**config.mk**
```make
export PLATFORM = sky130hd
export DESIGN_NAME = reg_mem_wb_queue
export DESIGN_NICKNAME = d
export VERILOG_FILES = /design/src/rtl/reg_mem_wb_queue.sv
export SDC_FILE = /design/constraint.sdc
export NUM_CORES = 1
export LEC_CHECK = 0
export CORE_UTILIZATION = 55
export DETAILED_ROUTE_END_ITERATION = 8
export HOLD_SLACK_MARGIN = 0.06
export PLACE_DENSITY_LB_ADDON = 0.2
export REMOVE_ABC_BUFFERS = 1
export SYNTH_ARGS = -nofsm -noshare
export SYNTH_HDL_FRONTEND = slang
export SYNTH_SLANG_ARGS = --single-unit
```
**constraint.sdc**
```tcl
create_clock -name clk -period 3.8 [get_ports clk]
set_clock_uncertainty 0.2 [all_clocks]
set_input_delay 0.76 -clock clk [delete_from_list [all_inputs] [get_ports clk]]
set_output_delay 0.76 -clock clk [all_outputs]
set_load 0.02 [all_outputs]
```
**src/rtl/reg_mem_wb_queue.sv**
```systemverilog
// reg_mem_wb_queue
// MEM->WB pipeline stage built as a small circular buffer with valid/ready
// handshakes on both sides. It honours the global pipeline enable, turns a
// flush into a single bubble entry, and counts cycles in which the MEM side
// was held off by back-pressure. Outputs always come from registered storage.

module reg_mem_wb_queue #(
  parameter int DATA_W = 32,
  parameter int DEPTH  = 2,
  parameter int EXP_W  = 5,
  parameter int CNT_W  = 16
) (
  input  logic                         clk,
  input  logic                         rst_n,
  input  logic                         en,
  input  logic                         flush,
  input  logic                         in_valid,
  output logic                         in_ready,
  input  logic [31:0]                  in_pc,
  input  logic [31:0]                  in_ir,
  input  logic [DATA_W-1:0]            in_alu,
  input  logic [DATA_W-1:0]            in_mdr,
  input  logic [4:0]                   in_rd,
  input  logic                         in_dat2reg,
  input  logic                         in_regwrite,
  input  logic [EXP_W-1:0]             in_exp,
  input  logic                         in_illegal,
  output logic                         out_valid,
  input  logic                         out_ready,
  output logic [31:0]                  out_pc,
  output logic [31:0]                  out_ir,
  output logic [DATA_W-1:0]            out_alu,
  output logic [DATA_W-1:0]            out_mdr,
  output logic [4:0]                   out_rd,
  output logic                         out_dat2reg,
  output logic                         out_regwrite,
  output logic [EXP_W-1:0]             out_exp,
  output logic                         out_illegal,
  output logic                         out_flushed,
  output logic [$clog2(DEPTH+1)-1:0]   count,
  output logic [CNT_W-1:0]             stall_cnt
);

  localparam int PTR_W = $clog2(DEPTH);
  localparam int OCC_W = $clog2(DEPTH + 1);
  localparam logic [OCC_W-1:0] DEPTH_C = OCC_W'(DEPTH);

  // One buffered instruction; flushed marks a bubble created by a flush.
  typedef struct packed {
    logic [31:0]       pc;
    logic [31:0]       ir;
    logic [DATA_W-1:0] alu;
    logic [DATA_W-1:0] mdr;
    logic [4:0]        rd;
    logic              dat2reg;
    logic              regwrite;
    logic [EXP_W-1:0]  exp;
    logic              illegal;
    logic              flushed;
  } entry_t;

  entry_t             mem_q [DEPTH];
  entry_t             mem_d [DEPTH];
  logic [PTR_W-1:0]   wr_ptr_q, wr_ptr_d;
  logic [PTR_W-1:0]   rd_ptr_q, rd_ptr_d;
  logic [OCC_W-1:0]   count_q, count_d;
  logic [CNT_W-1:0]   stall_cnt_q, stall_cnt_d;

  logic   not_empty;
  logic   not_full;
  logic   in_ready_int;
  logic   out_valid_int;
  logic   push;
  logic   pop;
  logic   do_flush;
  logic   wr_en;
  entry_t wr_entry;
  entry_t head_entry;

  // Handshake decode: a full buffer can still accept when the head leaves in the same cycle.
  always_comb begin
    not_empty     = (count_q != '0);
    not_full      = (count_q < DEPTH_C);
    in_ready_int  = en & (not_full | (out_ready & not_empty));
    out_valid_int = en & not_empty;
    push          = in_valid & in_ready_int;
    pop           = out_valid_int & out_ready;
    do_flush      = en & flush;
  end

  // The stage never advertises readiness or validity while reset is held.
  assign in_ready  = rst_n & in_ready_int;
  assign out_valid = rst_n & out_valid_int;

  // Pointer, occupancy and storage update; a flush overrides any push or pop.
  always_comb begin
    wr_ptr_d = wr_ptr_q;
    rd_ptr_d = rd_ptr_q;
    count_d  = count_q;
    mem_d    = mem_q;
    wr_en    = 1'b0;
    wr_entry = '0;

    if (do_flush) begin
      rd_ptr_d = wr_ptr_q;
      count_d  = '0;
      if (in_valid) begin
        wr_en            = 1'b1;
        wr_entry.pc      = in_pc;
        wr_entry.flushed = 1'b1;
        wr_ptr_d         = wr_ptr_q + PTR_W'(1);
        count_d          = OCC_W'(1);
      end
    end else begin
      if (push) begin
        wr_en             = 1'b1;
        wr_entry.pc       = in_pc;
        wr_entry.ir       = in_ir;
        wr_entry.alu      = in_alu;
        wr_entry.mdr      = in_mdr;
        wr_entry.rd       = in_rd;
        wr_entry.dat2reg  = in_dat2reg;
        wr_entry.regwrite = in_regwrite;
        wr_entry.exp      = in_exp;
        wr_entry.illegal  = in_illegal;
        wr_entry.flushed  = 1'b0;
        wr_ptr_d          = wr_ptr_q + PTR_W'(1);
      end
      if (pop) begin
        rd_ptr_d = rd_ptr_q + PTR_W'(1);
      end
      case ({push, pop})
        2'b10:   count_d = count_q + OCC_W'(1);
        2'b01:   count_d = count_q - OCC_W'(1);
        default: count_d = count_q;
      endcase
    end

    if (wr_en) begin
      mem_d[wr_ptr_q] = wr_entry;
    end
  end

  // Back-pressure statistic: counts refused offers while enabled, saturating at all-ones.
  always_comb begin
    stall_cnt_d = stall_cnt_q;
    if (en && in_valid && !in_ready_int && (stall_cnt_q != {CNT_W{1'b1}})) begin
      stall_cnt_d = stall_cnt_q + CNT_W'(1);
    end
  end

  // Head read: an empty buffer presents all-zero fields to write-back.
  always_comb begin
    head_entry = '0;
    if (not_empty) begin
      head_entry = mem_q[rd_ptr_q];
    end
  end

  assign out_pc       = head_entry.pc;
  assign out_ir       = head_entry.ir;
  assign out_alu      = head_entry.alu;
  assign out_mdr      = head_entry.mdr;
  assign out_rd       = head_entry.rd;
  assign out_dat2reg  = head_entry.dat2reg;
  assign out_regwrite = head_entry.regwrite;
  assign out_exp      = head_entry.exp;
  assign out_illegal  = head_entry.illegal;
  assign out_flushed  = head_entry.flushed;
  assign count        = count_q;
  assign stall_cnt    = stall_cnt_q;

  // State registers; reset drops every in-flight entry and clears the storage.
  always_ff @(posedge clk or negedge rst_n) begin
    if (!rst_n) begin
      wr_ptr_q    <= '0;
      rd_ptr_q    <= '0;
      count_q     <= '0;
      stall_cnt_q <= '0;
      for (int i = 0; i < DEPTH; i++) begin
        mem_q[i] <= '0;
      end
    end else begin
      wr_ptr_q    <= wr_ptr_d;
      rd_ptr_q    <= rd_ptr_d;
      count_q     <= count_d;
      stall_cnt_q <= stall_cnt_d;
      mem_q       <= mem_d;
    end
  end

endmodule

```
Word-level counts from Yosys, hierarchy flattened
Index checks and enable logic that the tools add are counted.
- bits in registers: 304
- bits in latches: 0
- memory bits (writable): 0
- memory bits (read-only): 0
- bits of input ports: 147
- logic and storage cells: 81
- memories kept: 0
- $add $sub $neg: 5
- multipliers: 0
- divide/modulo/power cells: 0
- order comparisons: 4
- equality and inequality tests: 4
- shift-type cells: 0
- multiplexer cells: 23
- bitwise logic cells: 11
- reductions and logical operators: 10
- operators by type and width (operator ; number):
    $mux W142 ; 6
    $bwmux W284 ; 1
    $demux W142 S1 ; 1
    $mux W109 ; 1
    $mux W32 ; 2
    $add A16 B1 Y16 const B ; 1
    $ne A16 B16 Y1 const B ; 1
    $mux W1 ; 10
    $and A1 B1 Y1 ; 8
    $reduce_bool A2 Y1 ; 3
    $ge A2 B2 Y1 const B ; 2
    $logic_and A1 B1 Y1 ; 4
    $not A1 Y2 ; 2
    $pmux W2 S2 ; 1
    $reduce_bool A3 Y1 ; 1
    $add A1 B1 Y1 const B ; 2
    $add A2 B1 Y2 const B ; 1
    $eq A2 B1 Y1 const B ; 1
    $eq A2 B2 Y1 const B ; 1
    $lt A2 B1 Y1 const B ; 1
    $lt A2 B2 Y1 const B ; 1
    $mux W2 ; 1
    $ne A2 B2 Y1 const B ; 1
    $reduce_and A2 Y1 ; 1
    other kinds (3) ; 3

Depth between registers and ports, before layout
Gate-level depths: netlist of the first run.
- depth in word-level cells: 8
- gate-level depth with buffers: 9
- depth with buffers taken out: 5

Least setup slack after synthesis of the first run
OpenSTA, ideal clock, no wires.
- kind: flip-flop to output port
- start: reg count_q[1], in the netlist count[1]
- end: out out_alu[25]
- data arrival time: 1470 ps
- required time: 2840 ps
- slack: 1370 ps
- stages on the path, launching flop included: 6
- path buffers: 3
- cells stage by stage: dfrtp_1 -> buf_2 -> nor2_1 -> clkbuf_1 -> clkbuf_1 -> nor2_1
- longest elaborated chain between the ends: 2
- ends and longest elaborated chain (item ; line ; text):
    start: declaration ; 66 ; logic [OCC_W-1:0] count_q, count_d;
    start signal: assignment ; 186 ; count_q <= count_d;
    $reduce_bool A2 Y1 ; 82 ; not_empty = (count_q != '0);
    $mux W142 ; 155 ; if (not_empty) begin
    end: declaration ; 32 ; output logic [DATA_W-1:0] out_alu,
No other way between the ends.

Worst setup path in the final report of the first run
- start: reg count_q[1], in the netlist count[1]
- end: out out_ir[9]
- longest elaborated chain between the ends: 2
- ends and longest elaborated chain (item ; line ; text):
    $reduce_bool A2 Y1 ; 82 ;
    $mux W142 ; 155 ;
    end: declaration ; 31 ; output logic [31:0] out_ir,
No other way between the ends.

==> run_results.csv, run 1 <==
group,metric,value,unit
route,drcViolationCount,0,
finish,final_area,18300,µm²
min_path,min_path_cells,2,
route,routedWlPerCell,16.4,µm
global_route,top_usage_layer,"met2",
timing,hold_violations,0,
critical_path,crit_fanout,52,
critical_path,critical_path.top_delay_family,"buffers and inverters",
critical_path,cp.depth,4,
synthesis,syn_inst,1393,
route,dr.pass1.iters,5,
die,io_pins,309,
placement,port_buffers,308,
global_route,grt_pass1_vias,10700,
cts,ctsRootBufferMaster,"clkbuf_16",
critical_path,critical_path_class,"flip-flop to primary output",
critical_path,max_stage_delay,0.58,ns
die,dieWidth,160,µm
cts,numCtsBuffers,34,
timing,hold_slack,0.281,ns
cts,postCtsSetupBuffers,0,
synthesis,synthesis.area,13700,µm²
die,num_rows,57,
route,routed_wl,32800,µm
global_route,antenna_found_initial,2,
global_route,grt_pass1_wl,54200,µm
critical_path,crit_buf_inv,2,
global_route,grt_util_met1,36.3,%
critical_path,critical_path.cell_chain,"nor2_4 -> buf_4 -> nor2_1 -> clkdlybuf4s50_1",
timing,rsz0062_at_grt,"no",
placement,placed_cell_area,17100,µm²
route,drtIter0Drc,666,
power,p_per_area,631,nW/µm²
die,die_area,25600,µm²
timing,fmax,281,MHz
synthesis,ys_warn_count,0,
timing,relSlewSlack,35.1,%
min_path,hold_path_class,"flip-flop to flip-flop",
power,ir_drop,0.000567,V
cts,clockBufferDepth,3,
cts,clk_latency,0.50,ns
status,outcome,"finished clean",
timing,drv_slew,0,
critical_path,endpoint_kind,"primary output",
cts,clkTransAtPathRegs,0.06,ns
global_route,track_usage,26.1,%
synthesis,synth_area_leader_cell,"dfrtp_1",
route,viasPerCell,5.37,
power,total_power,11.5,mW
global_route,grt-ovfl-total,0,
cts,cts-hold-fix-buffers,1,
cts,cts_sinks,304,
synthesis,ys_ff_latch,304,
synthesis,synth.distinct_cells,38,
synthesis,avgSynthCellArea,9.87,µm²
global_route,grt_max_degree,161,
placement,dpl.hpwl,20700,µm
power,leakage,7.97,nW
finish,drive_gt1_share,5.61,%
synthesis,yosysSeqAreaShare,55.3,%
timing,worstMarginPinSlew,0.974,ns
synthesis,yosysTopAreaCellShare,55.3,%
timing,setup_viol,0,
timing,period_minus_slack,3.56,ns
global_route,met3_usage,4.81,%
finish,fin_nets,1803,
critical_path,rr_worst_depth,6,
critical_path,start_kind,"flip-flop",
route,antenna_left,0,
run,max_cap_viol_count,0,
die,die_y,160,µm
cts,cts_tree,"built",
die,coreArea,24400,µm²
cts,htree_levels,2,
route,vias,10700,
finish,area_growth,32.9,%
cts,cts_resized,0,
synthesis,synth_top_cells_by_area,"dfrtp_1 55%, mux2i_1 10%, nand2_1 9.3%",
critical_path,critical_path_required,2.84,ns
critical_path,cp.arrival,2.60,ns
critical_path,cp_slowest_cell,"clkdlybuf4s50_1",
finish,diodes,0,
die,initial_core_util,56.4,%
placement,gp_congestion,0.813,
global_route,met2_usage,42.0,%
timing,timing.final.crit_share,93.7,%
finish,nFillCells,1749,
==> cells in the mapped netlist, drive strengths merged <==
master,instances
and2b,1
xor2,15
a211o,2
mux2,65
nor4,8
buf,69
inv,3
and4,1
o311ai,1
nor3,7
a22o,2
and2,1
nand3,4
clkbuf,36
o22ai,1
nand2,341
o21a,1
nor3b,1
dfrtp,304
o21ai,224
o41ai,1
a31oi,1
ha,1
mux2i,142
nor4b,1
nor2,148
a21oi,2
xnor2,1
nand4,6
and3,3
==> layout make-up <==
class	count	area [µm²]	share of cell area, %
sequential	304	7610	41.7
multi-input combinational	981	5620	30.8
timing repair buffer	331	3430	18.8
clock buffer	44	992	5.43
tap	324	405	2.22
clock inverter	13	201	1.10
inverter	3	11.3	0.0616
==> final timing paths <==
check,start,to,slack (ns)
min,mem_q[225],mem_q[225],0.28
max in group asynchronous,rst_n,mem_q[180],1.27
max reg2reg,stall_cnt[0],stall_cnt[10],1.51
min reg2reg,mem_q[225],mem_q[225],0.28
max,count[1],out_ir[9],0.24
min in group asynchronous,rst_n,mem_q[148],0.50
==> flip-flops by register name, indices dropped and copies added (netlist names) <==
signal,flops
count,2
wr_ptr_q,1
rd_ptr_q,1
mem_q,284
stall_cnt,16
==> placed cells by master, fill, tap and decap left out, types with 2 or more instances in the layout <==
cell type,count
a211o_4,2
a21oi_1,2
a22o_1,2
and3_1,3
buf_12,13
buf_4,9
bufinv_16,5
clkbuf_1,3
clkbuf_16,37
clkbuf_8,4
clkdlybuf4s50_1,307
clkinv_2,5
clkinvlp_4,2
dfrtp_1,303
inv_1,3
mux2_1,55
mux2_4,10
mux2i_1,142
nand2_1,340
nand3_1,4
nand4_1,6
nor2_1,147
nor3_1,6
nor4_1,7
o21ai_0,5
o21ai_1,219
xor2_1,15
==> through the flow <==
step | util (%) | cells | TNS (ns) | setup WS (ns)
2_1_floorplan | - | 1288 | -1233.24 | -3.42
3_3_place_gp | 70.0 | 1942 | 0 | 0.567
3_5_place_dp | 70.0 | 1942 | 0 | 0.558
4_1_cts | 74.9 | 2000 | 0 | 0.230
5_1_grt | 74.9 | 2000 | 0 | 0.149
6_report | 74.9 | 2000 | 0 | 0.241
==> metal layers <==
layer  part of all wire (%)  vias to the layer above  routed length, µm
met4                    2.5                        2                816
met1                     44                     5173              14500
li1                       -                     5190                  -
met2                     47                      310              15500
met3                    6.0                       56               1970
met5                  0.040                        -                 13
==> cell families after synthesis <==
family	count (synthesis)	share of synthesized area (%)
muxes	207	15.9
and+or+nand+nor	522	14.9
buffers and inverters	108	3.96
xor gates and xnor gates	16	1.02
adders and majority gates	1	0.0910
DFF	304	55.3
AOI/OAI and AO/OA	235	8.77
==> power breakdown <==
part | switching [mW] | internal, mW | leakage, nW
Clock | 1.26 | 2.18 | 0.585
Sequential | 0.416 | 3.95 | 4.05
Combinational | 2.00 | 1.73 | 3.33
Total | 3.68 | 7.86 | 7.97
==> worst min-delay path, delay by kind of cell (launching register included) <==
kind / cells / cell delay (ns)
AND/OR/NAND/NOR: 1 / 0.05
AO/OA/AOI/OAI: 1 / 0.06
flip-flops: 1 / 0.34
No activity file was read; power rests on OpenSTA's default activity.
==> run 2, diff against run 1 <==
- CORE_UTILIZATION: 55 -> 41
==> run 2 against run 1 <==
- first-iteration DRC count down 22%
- critical endpoint is now out_mdr[3]
- count of clock-buffer cells in the layout up 8
- critical path type unchanged
- non-clock buffer count rose by 5
- via count shrank 2.5%
==> run_results.csv, run 2 (synthesis results as in run 1) <==
group,metric,value,unit
finish,area_growth,34.3,%
die,initial_core_util,41.9,%
cts,cts_sinks,304,
run,max_cap_viol_count,0,
route,met2WireLength,15600,µm
timing,fmax,285,MHz
route,wl_met1,15000,µm
placement,port_buffers,308,
route,dr.pass1.iters,4,
route,viasPerCell,4.92,
route,antenna_left,0,
route,drcViolationCount,0,
power,internal_power,7.68,mW
timing,relSlewSlack,37.0,%
timing,rsz0062_at_grt,"no",
global_route,grt_pass1_wl,54600,µm
timing,timing.final.crit_share,92.4,%
cts,clk_latency,0.50,ns
placement,dpl.hpwl,21800,µm
finish,nFillCells,2964,
timing,worstMarginPinSlew,0.945,ns
die,io_pins,309,
critical_path,critical_path_class,"flip-flop to primary output",
status,outcome,"finished clean",
critical_path,critical_path_required,2.84,ns
timing,drv_slew,0,
power,p_per_area,615,nW/µm²
route,routed_wl,33800,µm
critical_path,cp_common_cell,"buf_12",
cts,htree_levels,2,
finish,drive_gt1_share,5.88,%
power,ir_drop,0.000358,V
critical_path,start_kind,"flip-flop",
cts,cts-hold-fix-buffers,1,
finish,most-common-layout-cells,"340 x nand2_1, 307 x clkdlybuf4s50_1, 303 x dfrtp_1",
die,dieWidth,185,µm
timing,setup_viol,0,
timing,setup_tns,0,ns
critical_path,cp.arrival,2.55,ns
critical_path,critical_path.cell_chain,"nor2_4 -> buf_12 -> buf_12 -> nor2_1 -> clkdlybuf4s50_1",
die,coreArea,32800,µm²
critical_path,max_stage_delay,0.59,ns
global_route,grt_max_degree,149,
finish,utilization,56.3,%
die,num_rows,66,
route,drtIter0Drc,521,
global_route,track_usage,20.0,%
finish,largest_reg_flops,284,
cts,cts_tree,"built",
route,routedWlPerCell,15.9,µm
power,power_frac_clock,28.4,%
placement,gp_congestion,0.778,
critical_path,crit_buf_inv,3,
critical_path,cp_slowest_cell,"clkdlybuf4s50_1",
timing,hold_violations,0,
finish,final_area,18500,µm²
finish,largest_register,"mem_q",
finish,mostFrequentLayoutCell,"nand2_1",
die,die_area,34300,µm²
placement,placed_cell_area,17300,µm²
cts,clockBufferDepth,3,
cts,clkTransAtPathRegs,0.06,ns
global_route,grt-ovfl-total,0,
cts,postCtsSetupBuffers,0,
cts,numCtsBuffers,35,
cts,cts_resized,0,
power,switchingPower,3.67,mW
power,p_seq_share,38.3,%
critical_path,crit_fanout,30,
critical_path,critical_path.top_delay_family,"buffers and inverters",
power,power_frac_comb,33.3,%
power,switching_share,32.4,%
power,leakage,8.00,nW
global_route,antenna_found_initial,2,
die,die_y,185,µm
route,vias,10500,
finish,fin_nets,1809,
route,highest_layer,"met4",
min_path,hold_path_class,"flip-flop to flip-flop",
route,wl_met3,2580,µm
cts,ctsRootBufferMaster,"clkbuf_16",
critical_path,endpoint_kind,"primary output",
timing,period_minus_slack,3.51,ns
global_route,grt_pass1_vias,10700,
==> run 2: final cells by class <==
class	count	area, µm²	area share (%)
multi-input combinational	981	5620	30.4
antenna	2	5.00	0.0271
clock inverter	8	40.0	0.217
inverter	3	11.3	0.0610
sequential	304	7610	41.2
timing repair buffer	336	3550	19.2
tap	442	553	2.99
clock buffer	52	1070	5.81
==> run 2: per-layer routing <==
layer,up-vias,global-route usage [%]
li1,5203,-
met1,4963,25.2
met2,248,33.2
met3,49,6.17
met4,0,4.83
met5,-,0
==> run 2: worst paths after layout <==
check	slack, ns	cells after the start	end	start
setup / recovery	0.29	5	out_mdr[3]	count[1]
hold / removal	0.28	2	mem_q[83]	mem_q[83]
setup reg to reg	1.48	4	stall_cnt[1]	count[1]
hold reg to reg	0.28	2	mem_q[83]	mem_q[83]
max in group asynchronous	1.59	3	mem_q[7]	rst_n
min in group asynchronous	0.54	2	mem_q[130]	rst_n
==> run 2: metrics by stage <==
stage	setup WS, ns	cells	hold slack [ns]	total power, mW
6_report	0.288	2128	0.279	11.3
5_1_grt	0.135	2127	0.296	12.0
2_1_floorplan	-3.42	1288	0.250	6.80
3_3_place_gp	0.595	2065	0.265	8.15
4_1_cts	0.250	2126	0.287	11.5
3_5_place_dp	0.585	2065	0.274	8.23
==> run 2: worst min-delay path, cell delays in order, from the launching register on <==
cell     delay, ns
dfrtp_1       0.34
nand2_1       0.05
o21ai_1       0.06
==> run 2: power by group through the flow <==
stage	logic [mW]	registers, mW	clock network, mW
after floorplan	2.27	4.52	0
after global placement	3.78	4.37	0
after detailed placement	3.82	4.41	0
after CTS	3.84	4.36	3.32
after global routing	4.12	4.45	3.45
final	3.78	4.35	3.22
==> run 3, diff against run 2 <==
- CTS_BUF_LIST: default -> sky130_fd_sc_hd__clkbuf_8
- CTS_CLUSTER_DIAMETER: default -> 60
- clock period: 3.8 -> 3.7 ns (I/O delays scaled with it)
==> run 3 against run 2 <==
- sequential power increased by 3%
- wire length increased by 2.0%
- critical path depth unchanged
- worst hold slack improved by 0.0016 ns
- register-to-register slack about the same
- via count increased by 2.2%
- critical path type unchanged
- critical endpoint is now out_pc[15]
- largest power group unchanged
- highest routed layer unchanged
==> run_results.csv, run 3 (synthesis results as in run 1) <==
group,metric,value,unit
status,outcome,"finished clean",
die,num_rows,66,
placement,gp_congestion,0.753,
finish,largest_reg_flops,284,
cts,cts_resized,0,
cts,clk_latency,0.59,ns
cts,ctsRootBufferMaster,"clkbuf_8",
power,ir_drop,0.000321,V
global_route,track_usage,20.3,%
route,dr.pass1.iters,5,
global_route,grt-ovfl-total,0,
run,max_cap_viol_count,0,
finish,drive_gt1_share,7.47,%
die,dieWidth,185,µm
route,routedWlPerCell,15.9,µm
finish,largest_register,"mem_q",
placement,port_buffers,308,
cts,numCtsBuffers,52,
placement,place_ws,0.492,ns
timing,drv_slew,0,
finish,most-common-layout-cells,"340 x nand2_1, 307 x clkdlybuf4s50_1, 303 x dfrtp_1",
die,io_pins,309,
timing,fmax,288,MHz
global_route,antenna_found_initial,1,
placement,dpl.hpwl,22200,µm
finish,final_area,18500,µm²
global_route,grt_pass1_vias,10800,
route,viasPerCell,4.92,
timing,period_minus_slack,3.47,ns
finish,mostFrequentLayoutCell,"nand2_1",
route,routed_wl,34500,µm
critical_path,critical_path_required,2.76,ns
finish,nFillCells,2961,
critical_path,crit_fanout,34,
min_path,hold_path_class,"flip-flop to flip-flop",
route,drtIter0Drc,516,
route,vias,10700,
timing,hold_violations,0,
die,coreArea,32800,µm²
timing,worstMarginPinSlew,0.901,ns
timing,timing.final.crit_share,93.8,%
timing,setup_viol,0,
cts,htree_levels,2,
critical_path,start_kind,"flip-flop",
cts,cts_sinks,304,
die,die_area,34300,µm²
finish,area_growth,34.3,%
placement,placed_cell_area,17300,µm²
timing,setup_tns,0,ns
timing,rsz0062_at_grt,"no",
critical_path,cp.arrival,2.53,ns
critical_path,endpoint_kind,"primary output",
route,antenna_left,0,
global_route,grt_pass1_wl,55000,µm
cts,clkTransAtPathRegs,0.06,ns
timing,setup_ws,0.228,ns
finish,fin_nets,1831,
timing,relSlewSlack,39.9,%
cts,cts_tree,"built",
route,drcViolationCount,0,
die,die_y,185,µm
power,p_per_area,623,nW/µm²
power,leakage,8.09,nW
critical_path,critical_path_class,"flip-flop to primary output",
die,initial_core_util,41.9,%
global_route,grt_max_degree,153,
cts,clockBufferDepth,3,
==> run 3: cell count changes in the layout (fill, tap and decap cells not counted), sizes merged <==
cell    previous run  this run
clkbuf            52        74
inv                3        23
clkinv             8         5
buf               28        32
==> run 3: cell type report <==
type | count | area (µm²) | share of cell area, %
antenna | 2 | 5.00 | 0.0271
clock buffer | 73 | 1000 | 5.44
clock inverter | 25 | 105 | 0.569
inverter | 3 | 11.3 | 0.0610
multi-input combinational | 981 | 5620 | 30.5
sequential | 304 | 7610 | 41.2
tap | 442 | 553 | 3.00
timing repair buffer | 341 | 3540 | 19.2
==> run 3: final timing paths <==
path                            cells after the start           end  slack [ns]        from
worst min register to register                      2    mem_q[221]        0.28  mem_q[221]
worst min-delay path                                2    mem_q[221]        0.28  mem_q[221]
min in group asynchronous                           2    mem_q[206]        0.41       rst_n
worst max-delay path                                5    out_pc[15]        0.23    count[0]
worst max register to register                      5  stall_cnt[1]        1.47    count[1]
max in group asynchronous                           3     mem_q[77]        1.70       rst_n
==> run 3: where the power goes <==
part	switching, mW	internal [mW]
Clock	1.36	1.75
Sequential	0.424	4.06
Combinational	2.06	1.85
==> run 3: per-stage QoR <==
| step | std cells | power [mW] | hold WS [ns] | util [%] |
|---|---|---|---|---|
| global placement | 2069 | 8.38 | 0.265 | 52.8 |
| detailed placement | 2069 | 8.47 | 0.274 | 52.8 |
| floorplan | 1288 | 6.98 | 0.244 | - |
| CTS | 2168 | 11.6 | 0.287 | 56.2 |
| global route | 2170 | 12.2 | 0.297 | 56.3 |
| finish | 2171 | 11.5 | 0.281 | 56.3 |
==> run 3: layer usage <==
layer	GRT usage, %	part of all wire [%]
met1	25.7	43
met2	33.1	47
met3	6.43	8.1
met4	5.95	1.6
met5	0	0
==> run 3: critical path: stages, from the launching register on <==
cell             delay [ns]
dfrtp_1                0.48
nor2_4                 0.35
buf_12                 0.27
buf_4                  0.21
nor2_1                 0.07
clkdlybuf4s50_1        0.53
==> run 3: repair_timing <==
action | CTS | global route
hold endpoints to repair | 25 | 0
buffers inserted | 0 | 1
hold buffers | 1 | 0
endpoints found under the setup margin | 0 | 1
